## config.mk

```make
export PLATFORM = sky130hd
export DESIGN_NAME = dotp_ram_reader
export DESIGN_NICKNAME = d
export VERILOG_FILES = /design/src/rtl/dotp_ram_reader.sv
export SDC_FILE = /design/constraint.sdc
export NUM_CORES = 1
export LEC_CHECK = 0
export CAP_MARGIN = 25
export CORE_AREA = 4 4 145 133
export CTS_CLUSTER_SIZE = 10
export DETAILED_ROUTE_END_ITERATION = 16
export DIE_AREA = 0 0 149 137
export HOLD_SLACK_MARGIN = 0.08
export SLEW_MARGIN = 20
export SYNTH_ARGS = -nofsm -noshare
export SYNTH_HDL_FRONTEND = slang
export SYNTH_SLANG_ARGS = --single-unit
```

## constraint.sdc

```tcl
create_clock -name clk -period 7.75 [get_ports clk]
set_input_delay 1.55 -clock clk [delete_from_list [all_inputs] [get_ports clk]]
set_output_delay 1.55 -clock clk [all_outputs]
set_load 0.1 [all_outputs]
```

## src/rtl/dotp_ram_reader.sv

```systemverilog
`default_nettype none
// ============================================================================
// Module      : dotp_ram_reader
// Description : Read-side sequencer for the dual-port vector RAM. On start it
//               walks len addresses of vector A (port a) and vector B (port b)
//               in lockstep, multiplies each returned pair and accumulates the
//               sum, then presents the dot product with a one-cycle done pulse.
//               Optional macro DOTP_SIGNED_EN selects two's-complement
//               operands and result; undefined means unsigned.
// Revision    : 1.0 - initial release
// ============================================================================
module dotp_ram_reader #(
  parameter  int WIDTH      = 8,
  parameter  int ADDR_WIDTH = 3,
  parameter  int DEPTH      = 8,
  localparam int ACC_WIDTH  = 2*WIDTH+ADDR_WIDTH+1
) (
  input  logic                  clk,
  input  logic                  rst,
  input  logic                  start,
  input  logic [ADDR_WIDTH:0]   len,
  input  logic [ADDR_WIDTH-1:0] base_a,
  input  logic [ADDR_WIDTH-1:0] base_b,
  output logic [ADDR_WIDTH-1:0] r_addr_a,
  output logic [ADDR_WIDTH-1:0] r_addr_b,
  input  logic [WIDTH-1:0]      rd_data_a,
  input  logic [WIDTH-1:0]      rd_data_b,
  output logic                  busy,
  output logic                  done,
  output logic [ACC_WIDTH-1:0]  result
);

  localparam logic [1:0] C_IDLE  = 2'd0;
  localparam logic [1:0] C_ISSUE = 2'd1;
  localparam logic [1:0] C_DRAIN = 2'd2;
  localparam logic [1:0] C_DONE  = 2'd3;

  localparam logic [ADDR_WIDTH:0]   C_DEPTH     = (ADDR_WIDTH+1)'(DEPTH);
  localparam logic [ADDR_WIDTH:0]   C_CNT_ONE   = (ADDR_WIDTH+1)'(1);
  localparam logic [ADDR_WIDTH-1:0] C_ADDR_ONE  = ADDR_WIDTH'(1);

  logic [1:0]            state_q, state_d;
  logic [ADDR_WIDTH:0]   len_q, len_d;
  logic [ADDR_WIDTH:0]   cnt_q, cnt_d;
  logic [ADDR_WIDTH-1:0] addr_a_q, addr_a_d;
  logic [ADDR_WIDTH-1:0] addr_b_q, addr_b_d;
  logic                  valid_q, valid_d;
  logic [ACC_WIDTH-1:0]  acc_q, acc_d;
  logic [ACC_WIDTH-1:0]  result_q, result_d;

  logic [ADDR_WIDTH:0]   w_len_clamped;
  logic [2*WIDTH-1:0]    w_prod;
  logic [ACC_WIDTH-1:0]  w_prod_ext;

  assign w_len_clamped = (len > C_DEPTH) ? C_DEPTH : len;

`ifdef DOTP_SIGNED_EN
  // Sign-extend operands to full product width so the low 2*WIDTH bits are the signed product
  assign w_prod     = $signed({{WIDTH{rd_data_a[WIDTH-1]}}, rd_data_a}) *
                      $signed({{WIDTH{rd_data_b[WIDTH-1]}}, rd_data_b});
  assign w_prod_ext = {{(ACC_WIDTH-2*WIDTH){w_prod[2*WIDTH-1]}}, w_prod};
`else
  assign w_prod     = {{WIDTH{1'b0}}, rd_data_a} * {{WIDTH{1'b0}}, rd_data_b};
  assign w_prod_ext = {{(ACC_WIDTH-2*WIDTH){1'b0}}, w_prod};
`endif

  // State register
  always_ff @(posedge clk or posedge rst) begin
    if (rst) state_q <= C_IDLE;
    else     state_q <= state_d;
  end

  // Next-state logic; an empty vector still passes through DRAIN so the
  // start-to-done latency is uniformly len+1 cycles
  always_comb begin
    state_d = state_q;
    case (state_q)
      C_IDLE:  if (start) state_d = (w_len_clamped == '0) ? C_DRAIN : C_ISSUE;
      C_ISSUE: if (cnt_q == len_q) state_d = C_DRAIN;
      C_DRAIN: state_d = C_DONE;
      C_DONE:  state_d = C_IDLE;
      default: state_d = C_IDLE;
    endcase
  end

  // FSM outputs decoded from the registered state
  always_comb begin
    busy = 1'b0;
    done = 1'b0;
    case (state_q)
      C_ISSUE: busy = 1'b1;
      C_DRAIN: busy = 1'b1;
      C_DONE:  done = 1'b1;
      default: ;
    endcase
  end

  // Datapath next values: address walk, valid pipeline, accumulate, result capture
  always_comb begin
    len_d    = len_q;
    cnt_d    = cnt_q;
    addr_a_d = addr_a_q;
    addr_b_d = addr_b_q;
    acc_d    = acc_q;
    result_d = result_q;
    // Address presented during an ISSUE cycle returns data one cycle later
    valid_d  = (state_q == C_ISSUE);

    if (state_q == C_IDLE && start) begin
      len_d    = w_len_clamped;
      cnt_d    = C_CNT_ONE;
      addr_a_d = base_a;
      addr_b_d = base_b;
      acc_d    = '0;
    end else if (state_q == C_ISSUE && cnt_q != len_q) begin
      cnt_d    = cnt_q + C_CNT_ONE;
      addr_a_d = addr_a_q + C_ADDR_ONE;
      addr_b_d = addr_b_q + C_ADDR_ONE;
    end

    if (valid_q) acc_d = acc_q + w_prod_ext;

    // DRAIN's edge folds in the last pair and raises done together
    if (state_q == C_DRAIN) result_d = acc_d;
  end

  // Datapath registers
  always_ff @(posedge clk or posedge rst) begin
    if (rst) begin
      len_q    <= '0;
      cnt_q    <= '0;
      addr_a_q <= '0;
      addr_b_q <= '0;
      valid_q  <= 1'b0;
      acc_q    <= '0;
      result_q <= '0;
    end else begin
      len_q    <= len_d;
      cnt_q    <= cnt_d;
      addr_a_q <= addr_a_d;
      addr_b_q <= addr_b_d;
      valid_q  <= valid_d;
      acc_q    <= acc_d;
      result_q <= result_d;
    end
  end

  assign r_addr_a = addr_a_q;
  assign r_addr_b = addr_b_q;
  assign result   = result_q;

endmodule
`default_nettype wire

```

# Word-level counts from Yosys, hierarchy flattened
# Index checks and enable logic that the tools add are counted.
[totals]
word_cells = 43
ff_bits = 57
inputBits = 29
[op_classes]
eq_ne = 7
n_addsub = 4
n_mux = 15
multipliers = 1
n_lt_le_gt_ge = 1
n_reduce_logical = 7
[op_table]
columns = ["op", "n"]
rows = [
  ["20-bit two-way mux", 2],
  ["20-bit by 16-bit adder with 20-bit output", 1],
  ["8-bit by 8-bit multiplier with 16-bit output", 1],
  ["3-bit two-way mux", 4],
  ["4-bit two-way mux", 3],
  ["2-bit case mux with 4 select lines", 1],
  ["3-bit by 1-bit adder with 3-bit output, second input constant", 2],
  ["2-bit two-way mux", 3],
  ["4-bit by 1-bit adder with 4-bit output, second input constant", 1],
  ["2-bit == test, second input constant", 2],
  ["4-bit == test", 1],
  ["4-bit greater-than comparator, second input constant", 1],
  ["4-bit logical NOT", 1],
  ["4-bit inequality test", 1],
  ["2-bit by 1-bit == test with 1-bit output, second input constant", 1],
  ["1-bit logical AND", 2],
  ["2-bit logical NOT", 1],
  ["1-bit two-way mux", 2],
  ["2-bit by 1-bit inequality test with 1-bit output, second input constant", 1],
  ["2-bit inequality test, second input constant", 1],
  ["2-bit AND reduction", 1],
  ["2-bit nonzero test", 1],
  ["2-bit OR reduction", 1],
]

# Longest topological paths before layout
# Gate-level depths: netlist of the first run.
[depth]
ltp_word = 6
depth_mapped = 17

# Worst setup path after synthesis of the first run
# OpenSTA, ideal clock, no wires.
[synth_path]
path_kind = "input to register"
from = "input rd_data_a[5]"
to = "register result_q[18], in the netlist result[18]"
setup_slack_ns = 2.087
arrival_time_ns = 5.581
setup_time_ns = 0.082
stages = 15
required_ns = 7.668
cell_sequence = "clkbuf_1 and2_1 fa_1 fa_1 fa_1 inv_1 fa_1 inv_1 ha_1 a21oi_2 o21ai_1 a21o_1 o2111a_1 or3b_1 a31oi_1"
[synth_between]
elab_chain_len = 3
[synth_rtl]
columns = ["item", "line", "text"]
rows = [
  ["start, declared", "26", "input logic [WIDTH-1:0] rd_data_a,"],
  ["8-bit by 8-bit multiplier with 16-bit output", "63", "assign w_prod = {{WIDTH{1'b0}}, rd_data_a} * {{WIDTH{1'b0}}, rd_data_b};"],
  ["20-bit by 16-bit adder with 20-bit output", "121", "if (valid_q) acc_d = acc_q + w_prod_ext;"],
  ["20-bit two-way mux", "121", ""],
  ["end signal, assigned", "144", "result_q <= result_d;"],
  ["end, declared", "49", "logic [ACC_WIDTH-1:0] result_q, result_d;"],
]
# Every way passes these cells.
# A chain may end at the register's enable or synchronous reset.

# Final worst setup path of the first run
[layout_path]
from = "input rd_data_b[7]"
to = "register result_q[13], in the netlist result[13]"
[layout_between]
elab_chain_len = 3
[layout_rtl]
columns = ["item", "line", "text"]
rows = [
  ["start, declared", "27", "input logic [WIDTH-1:0] rd_data_b,"],
  ["8-bit by 8-bit multiplier with 16-bit output", "63", ""],
  ["20-bit by 16-bit adder with 20-bit output", "121", ""],
  ["20-bit two-way mux", "121", ""],
  ["via acc_d[13]", "48", "logic [ACC_WIDTH-1:0] acc_q, acc_d;"],
]
# The timed path passes the listed nets, and every way through them passes these cells.

==> results of run 1 <==
## worst reg2reg max path: stages, from the launching register on
cell and delay, ps:
dfrtp_1 350, inv_1 70, fa_1 530, inv_1 50, fa_1 500, inv_1 50
fa_1 480, fa_1 560, inv_1 40, ha_1 360, and4_1 200, a21oi_1 160
a21oi_1 140, o2111a_1 260, or3b_1 390, a31oi_1 170
## layer usage
metal  global-route usage [%]  up-vias  routed length (µm)
met5                        0        -                   0
met3                     2.62       11                 592
met4                     3.05        0                 119
li1                         -     1915                   -
met1                     18.0     1817                5990
met2                     18.9       74                5010
## cell type report
| type | instances | share of cell area [%] |
|---|---|---|
| Timing Repair Buffer | 61 | 9.53 |
| Clock buffer | 9 | 3.55 |
| Clock inverter | 7 | 0.847 |
| Sequential cell | 57 | 22.5 |
| Multi-Input combinational cell | 387 | 52.6 |
| Tap cell | 240 | 4.73 |
| Inverter | 107 | 6.32 |
## registers in the layout, summed over array words and instances, names as in the netlist
name,count
r_addr_b,3
cnt_q,4
acc_q,20
result,20
state_q,2
r_addr_a,3
valid_q,1
len_q,4
## metrics by stage
step | setup WS (ps) | area (µm²) | utilization [%] | instances
floorplan | 2090 | 5230 | - | 569
CTS | 1640 | 6340 | 36.0 | 867
finish | 1670 | 6350 | 36.1 | 868
global placement | 1350 | 6060 | 34.4 | 851
detailed placement | 1350 | 6060 | 34.4 | 851
global route | 1370 | 6350 | 36.1 | 868
## cell families after synthesis
family / synth area share, %
simple gates: 14.2
buf+inv: 9.06
fa+ha+maj: 30.8
compound gates: 10.6
flops: 27.3
xor+xnor: 3.68
mux: 4.40
## placed cells by master (no fill, tap or decap), drive strengths merged, types with 4 or more instances in the layout
cell type / synthesis / final
fa: 50 / 50
a21oi: 27 / 27
buf: 2 / 5
nand2: 75 / 75
nand2b: 5 / 5
xor2: 12 / 12
a31oi: 4 / 4
o21ai: 28 / 28
clkdlybuf4s50: 0 / 56
inv: 107 / 109
clkbuf: 16 / 9
dfrtp: 57 / 57
and3: 6 / 6
a21o: 7 / 7
mux2i: 5 / 5
nor2: 22 / 22
nand3: 7 / 7
a211oi: 5 / 5
mux2: 16 / 16
xnor2: 10 / 10
ha: 49 / 49
and2: 33 / 33
o21bai: 4 / 4
## worst max-delay path by stage
stage | endpoint | cells after the start | slack, ps | from
after floorplan | result[18] | 15 | 2090 | rd_data_a[5]
after global placement | result[18] | 15 | 1350 | rd_data_b[7]
after detailed placement | result[12] | 16 | 1350 | rd_data_b[7]
after CTS | result[12] | 16 | 1640 | rd_data_b[7]
after global routing | result[13] | 16 | 1370 | rd_data_b[7]
final | result[13] | 16 | 1670 | rd_data_b[7]
==> out/results.md, run 1 <==
- 57 — flop and latch count out of synthesis
- clkdlybuf4s50_1 -> nand2_1 -> fa_1 -> fa_1 -> inv_1 -> fa_1 -> inv_1 -> fa_1 -> inv_1 -> ha_1 -> a211oi_1 -> o21ai_1 -> a21oi_1 -> xor2_1 -> o21ai_1 -> mux2_2 — critical path cell sequence
- 330 ps — clock latency at the later pin of the worst-skew pair
- 29.7% — initial core utilization
- dfrtp_1 — Yosys top cell by area
- 60 ps — CTS clk-pin slew, worst paths
- 3817 — via count
- 21.4% — Synth-to-Final Area Change
- 6300 ps — critical path data arrival time
- 11.7 mm — Post-Route WL
- inv_1 — count leader, synth
- in2reg — Worst Setup Path Type
- 149 µm — Die X
- 0 ps — Total Neg Setup Slack
- 137 µm — height of the die
- 0 — Finish-stage setup viols
- 1010 ps — slew of the pin with the lowest slew margin
- 0 — EDFF count, synth
- dfrtp_1 (27%), fa_1 (19%), ha_1 (12%), inv_1 (7.7%), nand2_1 (5.4%) — cell types with the largest area share after synthesis
- 0 — total inserted antenna cells
- 0 — Final Slew Violations
- 0 — DRC violations left
- 7.17% — share of cells above drive strength 1
- 751 — net count reported at finish
- 57 — number of sinks on the clock net
- acc_q[19] — source of the worst hold timing path
- 8.24 ps — Setup Skew
- 5230 µm² — Cell Area, Synth
- 111 — drt first-iter violations
- 2 — clock buffer depth
- 3340 µm² — area used by multi-input combinational logic
- 13.5 µm — detailed-route wire length per cell
- 58 — largest net degree at the start of global routing
- 1 — number of cells traversed by the worst hold path
- acc_q[19] — Hold Path End
- no — unrepaired setup endpoints after global routing
- 27.3% — share of Yosys cell area claimed by the top area cell type
- adder cells — kind of cell adding the most delay to the critical path
- 0 — synthesis warning total
- 7960 ps — data required time at the worst endpoint
- done — CTS tree
- 6080 ps — Final min period
- completed — run status
- 27.3% — post-synthesis sequential area ratio
- 0 — aggregate global routing overflow
- 45 — count of distinct cell types in the synthesized netlist
- 4 — First-pass DRT Iterations
- inv_1 (107), nand2_1 (75), dfrtp_1 (57), fa_1 (50), ha_1 (49) — list of most frequent post-synthesis cells
- register — critical path capture point type
- 697 — syn_nets
- 46 — number of placement rows
- 4 — total buffers and inverters traversed by the critical path
- 164 MHz — fmax
- 78.5% — period utilization
- 1821 — filler instances
- fa_1 — Crit path top cell by count
- 9.20 µm² — post-synthesis average cell area
- 17600 µm² — area inside the core boundary
- 4.40 — vias per cell
- reg2reg — worst hold path type
- dfrtp_1 — prevailing post-synth register cell
- result[18] — end of the worst register-to-register path
- 4032 — vias in the first global route
- 1430 µm² — area taken by flip-flops and latches
- 32.2% — Slew headroom
- 8 — largest fanout of any net on the critical path
- clkbuf_16 — CTS Root Buffer Type
- 0 — # resized after CTS
- 100% — share of flip-flops with an asynchronous set or reset after synthesis
- 20.3 mm — wire length of the first global-routing pass
- 20400 µm² — total die area
- 9 — number of buffers added by the clock tree synthesis step
- 0 — buffers inserted during post-CTS setup optimization
- 0 — Routed Antenna Nets
- acc_q[6] — Reg2Reg Launch Point
- 12.4% — gr usage total
- 56 — Port Buffers
- 470 ps — smallest hold slack
- 57 — I/O Pins
- clkdlybuf4s50_1 — cell with the largest stage delay on the worst path
- 0 — number of violations of the max-capacitance limit
- 0 — number of failing hold endpoints at the final stage
- 0 — number of antenna violations at the first check in global routing
- 0.813 — final RePlAce weighted congestion
- 15 — count of cells along the worst register-to-register path
- 0 — hold_buf cts
- 640 ps — maximum cell stage delay along the critical path
- primary input — Worst setup SP type
- 569 — cell count after synthesis
- 3 — Clock H-tree levels
- 9.21 mm — dpl hpwl
- 3370 ps — R2R Setup Slk
Power of run 1 is not shown: default switching activity piles up to over one toggle a cycle in this logic, so the estimate is an artifact.
==> run 2: changes to the inputs <==
==> constraint.sdc (replaced) <==
create_clock -name clk -period 5.35 [get_ports clk]
set_input_delay 1.07 -clock clk [delete_from_list [all_inputs] [get_ports clk]]
set_output_delay 1.07 -clock clk [all_outputs]
set_load 0.1 [all_outputs]
==> out/results.md, run 2 (synthesized netlist as in run 1, its figures left out) <==
- 17600 µm² — area inside the core boundary
- acc_q[6] — Reg2Reg Launch Point
- done — CTS tree
- 0.814 — final RePlAce weighted congestion
- inv_1 — most common cell after layout, fill and taps aside
- 13.4 µm — detailed-route wire length per cell
- 530 ps — maximum cell stage delay along the critical path
- 0 — Routed Antenna Nets
- clkdlybuf4s50_1 -> buf_6 -> nand2_2 -> fa_1 -> fa_1 -> inv_1 -> fa_1 -> inv_1 -> fa_1 -> inv_2 -> ha_4 -> a21o_1 -> a211oi_2 -> buf_4 -> xnor2_1 -> nand2_1 -> o21ai_1 -> mux2_2 — critical path cell sequence
- 176 ps — final worst setup slack
- 137 µm — height of the die
- 96.7% — period utilization
- 16 — count of cells along the worst register-to-register path
- 5380 ps — critical path data arrival time
- 9 — number of buffers added by the clock tree synthesis step
- 0 — Final Slew Violations
- 0 — number of violations of the max-capacitance limit
- 789 — net count reported at finish
- 20.8 mm — wire length of the first global-routing pass
- reg2reg — worst hold path type
- 0 — number of antenna violations at the first check in global routing
- 6.09 ps — Setup Skew
- -467 ps — worst setup slack after placement
- 29.7% — Synth-to-Final Area Change
- 0 — aggregate global routing overflow
- 60 ps — CTS clk-pin slew, worst paths
- fa_1 — Crit path top cell by count
- 320 ps — clock latency at the later pin of the worst-skew pair
- 0 — hold_buf cts
- 1 — number of cells traversed by the worst hold path
- 0 — number of failing hold endpoints at the final stage
- acc_q[19] — Hold Path End
- 3 — Clock H-tree levels
- 9.55 mm — dpl hpwl
- 4 — First-pass DRT Iterations
- 3968 — via count
- 2 — clock buffer depth
- 170 — drt first-iter violations
- 1010 ps — slew of the pin with the lowest slew margin
- 29.7% — initial core utilization
- fa_1 — cell with the largest stage delay on the worst path
- 12.1 mm — Post-Route WL
- 0 — total inserted antenna cells
- 57 — number of sinks on the clock net
- 5560 ps — data required time at the worst endpoint
- clkbuf_16 — CTS Root Buffer Type
- 57 — I/O Pins
- inv_1 (104), nand2_1 (71), dfrtp_1 (57) — top library cells by usage in the layout, fill and taps aside
- 1160 ps — R2R Setup Slk
- result[8] — end of the worst register-to-register path
- 193 MHz — fmax
- completed — run status
- 6790 µm² — design area
- 58 — largest net degree at the start of global routing
- 4.38 — vias per cell
- acc_q[19] — source of the worst hold timing path
- 46 — number of placement rows
- in2reg — Worst Setup Path Type
- 6340 µm² — DP Area
- 5170 ps — Final min period
- 8 — largest fanout of any net on the critical path
- 20400 µm² — total die area
- 467 ps — smallest hold slack
- 12.6% — gr usage total
- 56 — Port Buffers
- 32.7% — Slew headroom
- 0 — DRC violations left
- 4187 — vias in the first global route
- register — critical path capture point type
- 0 — Finish-stage setup viols
- primary input — Worst setup SP type
- 16.5% — share of cells above drive strength 1
- 0 ps — Total Neg Setup Slack
- 149 µm — Die X
run 2: cell count changes in the layout (fill, tap and decap cells not counted), moves of 4 or more:
cell	change
ha_1	-6
nand2_1	-4
ha_4	+6
fa_2	+4
buf_4	+38
clkdlybuf4s50_1	-14
a21oi_1	-4
dlygate4sd2_1	+11
nand2_2	+4
fa_1	-4
run 2: through the flow:
| stage | util (%) | std cells |
|---|---|---|
| 2_1_floorplan | - | 569 |
| 3_3_place_gp | 36.0 | 888 |
| 3_5_place_dp | 36.0 | 888 |
| 4_1_cts | 37.8 | 905 |
| 5_1_grt | 38.5 | 906 |
| 6_report | 38.5 | 906 |
run 2: layout make-up:
| class | count | area (µm²) |
|---|---|---|
| sequential | 57 | 1430 |
| clock inverter | 7 | 61.3 |
| multi-input combinational | 387 | 3490 |
| clock buffer | 9 | 225 |
| inverter | 107 | 402 |
| tap | 240 | 300 |
| timing repair buffer | 99 | 881 |
| fill | 1784 | 10800 |
run 2: worst max-delay path, delay by kind of cell:
family	cells	cell delay [ps]
adder cells (fa/ha/maj)	5	2250
buffers and inverters	6	950
AO/OA/AOI/OAI	3	630
multiplexers	1	310
AND/OR/NAND/NOR	2	120
XOR/XNOR	1	50
run 2: repair_timing:
action / in CTS / in global routing
pin swaps: 5 / 28
endpoints found under the setup margin: 15 / 19
gates cloned: 0 / 0
gates resized for setup: 18 / 28
hold endpoints to repair: 0 / 0
setup buffers: 1 / 1
run 2: layer usage:
layer  GRT usage (%)  up-vias  share of wire, %
met4            2.39        0              0.52
met1            17.2     1903                49
met2            20.6       65                46
li1                -     1993                 -
met3            2.95        7               4.8
met5               0        -                 0
run 2: worst max path at each step:
stage / from / end / slack, ps / cells after the start
global route: rd_data_a[5] / result[18] / -10 / 16
global placement: rd_data_a[4] / result[18] / -400 / 15
floorplan: rd_data_a[5] / result[18] / 170 / 15
detailed placement: rd_data_b[6] / result[16] / -470 / 17
finish: rd_data_a[5] / result[8] / 180 / 18
CTS: rd_data_a[5] / result[18] / 20 / 17
Power of run 2 is left out for the same reason.
==> run 3: changes to the inputs <==
==> constraint.sdc (replaced) <==
create_clock -name clk -period 4.8 [get_ports clk]
set_input_delay 0.96 -clock clk [delete_from_list [all_inputs] [get_ports clk]]
set_output_delay 0.96 -clock clk [all_outputs]
set_load 0.1 [all_outputs]
==> out/results.md, run 3 (synthesized netlist as in run 1, its figures left out) <==
- inv_1 — most common cell after layout, fill and taps aside
- 4024 — via count
- 6 — total buffers and inverters traversed by the critical path
- 21.2 mm — wire length of the first global-routing pass
- 212 MHz — fmax
- 0 — total inserted antenna cells
- 0 — number of violations of the max-capacitance limit
- 137 µm — height of the die
- 0 — Finish-stage setup viols
- 12.9% — gr usage total
- 19.2% — grt met2 use
- 0 — Routed Antenna Nets
- 29.7% — initial core utilization
- 0 — number of failing hold endpoints at the final stage
- 19.1% — GR Layer Usage met1
- met2 — busiest grt layer
- 0.806 — final RePlAce weighted congestion
- register — critical path capture point type
- 46 — number of placement rows
- fa_1 — cell with the largest stage delay on the worst path
- 98.4% — period utilization
- -814 ps — worst setup slack after placement
- 9.68 mm — dpl hpwl
- reg2reg — worst hold path type
- 9 — number of buffers added by the clock tree synthesis step
- 20400 µm² — total die area
- 0 — number of antenna violations at the first check in global routing
- completed — run status
- 4 — First-pass DRT Iterations
- 0 — aggregate global routing overflow
- 330 ps — clock latency at the later pin of the worst-skew pair
- inv_1 (98), nand2_1 (69), dfrtp_1 (57) — top library cells by usage in the layout, fill and taps aside
- 131 — drt first-iter violations
- 13.4 µm — detailed-route wire length per cell
- 33.6% — Synth-to-Final Area Change
- 4197 — vias in the first global route
- 57 — number of sinks on the clock net
- 4.39 — vias per cell
- 917 — number of cells in the finished layout apart from fillers
- 6440 µm² — DP Area
- buf_6 -> buf_8 -> buf_6 -> nand2_4 -> fa_1 -> fa_1 -> inv_2 -> fa_1 -> inv_2 -> fa_1 -> inv_2 -> ha_4 -> a21o_4 -> o21ai_4 -> a21oi_4 -> o2111a_1 -> or3b_1 -> a31oi_1 — critical path cell sequence
- 3 — Clock H-tree levels
- 60 ps — CTS clk-pin slew, worst paths
- 10.4 ps — Setup Skew
- 0 — DRC violations left
- 801 — net count reported at finish
- adder cells — kind of cell adding the most delay to the critical path
- 7 — largest fanout of any net on the critical path
- 4980 ps — critical path data arrival time
- 0 — Final Slew Violations
- in2reg — Worst Setup Path Type
- 6990 µm² — design area
- 46 — largest net degree at the start of global routing
- 2 — clock buffer depth
- 32.0% — Slew headroom
- 12.3 mm — Post-Route WL
- 5050 ps — data required time at the worst endpoint
- 4720 ps — Final min period
- 1020 ps — slew of the pin with the lowest slew margin
- 149 µm — Die X
- yes — unrepaired setup endpoints after global routing
- fa_1 — Crit path top cell by count
- 2.81% — met3 track demand over resource in global routing
- clkbuf_16 — CTS Root Buffer Type
- 57 — I/O Pins
- 890 — number of placed instances with taps included
- 17600 µm² — area inside the core boundary
- 75.2 ps — final worst setup slack
- 1790 — filler instances
- done — CTS tree
- 22.9% — share of cells above drive strength 1
- 56 — Port Buffers
- primary input — Worst setup SP type
- 530 ps — maximum cell stage delay along the critical path
## run 3: changes by cell type in the layout (fill, tap and decap cells not counted), sizes merged
cell           before  now
clkbuf              9   17
inv               111  107
clkdlybuf4s50      42   40
buf                43   66
clkinvlp            2    0
clkinv              1    2
bufinv              0    1
dlymetal6s2s        3    0
dlygate4sd2        11    0
## run 3: worst paths after layout
kind	from	to	slack, ps	cells past startpoint
max reg2reg	acc_q[7]	result[18]	580	15
max	rd_data_a[5]	result[18]	80	18
max in group asynchronous	rst	len_q[1]	3160	4
min reg2reg	acc_q[19]	acc_q[19]	480	1
min in group asynchronous	rst	result[0]	900	2
min	acc_q[19]	acc_q[19]	480	1
## run 3: metrics by stage
stage / utilization (%) / hold WS [ps] / setup TNS [ps]
after CTS: 38.8 / 488 / 0
final: 39.7 / 482 / 0
after floorplan: - / 435 / 0
after detailed placement: 36.6 / 482 / -17680
after global routing: 39.7 / 525 / -135
after global placement: 36.6 / 473 / -17340
## run 3: routing by layer
| metal | share of wire, % | up-vias |
|---|---|---|
| met3 | 4.7 | 7 |
| met4 | 0.77 | 0 |
| met1 | 52 | 1913 |
| met2 | 42 | 90 |
| li1 | - | 2014 |
| met5 | 0 | - |
## run 3: final cells by class
cell class / count / area, µm² / share of cell area [%]
inverter: 107 / 402 / 5.74
tap: 240 / 300 / 4.29
clock buffer: 12 / 256 / 3.67
clock inverter: 3 / 40.0 / 0.573
multi-input combinational: 387 / 3610 / 51.6
timing repair buffer: 111 / 962 / 13.8
sequential: 57 / 1430 / 20.4
## run 3: repair_timing
action	in CTS	in global routing
pin swaps	29	40
setup buffers	5	6
hold buffers	0	0
endpoints found under the setup margin	28	18
resized for setup	70	52
Power of run 3 is left out for the same reason.
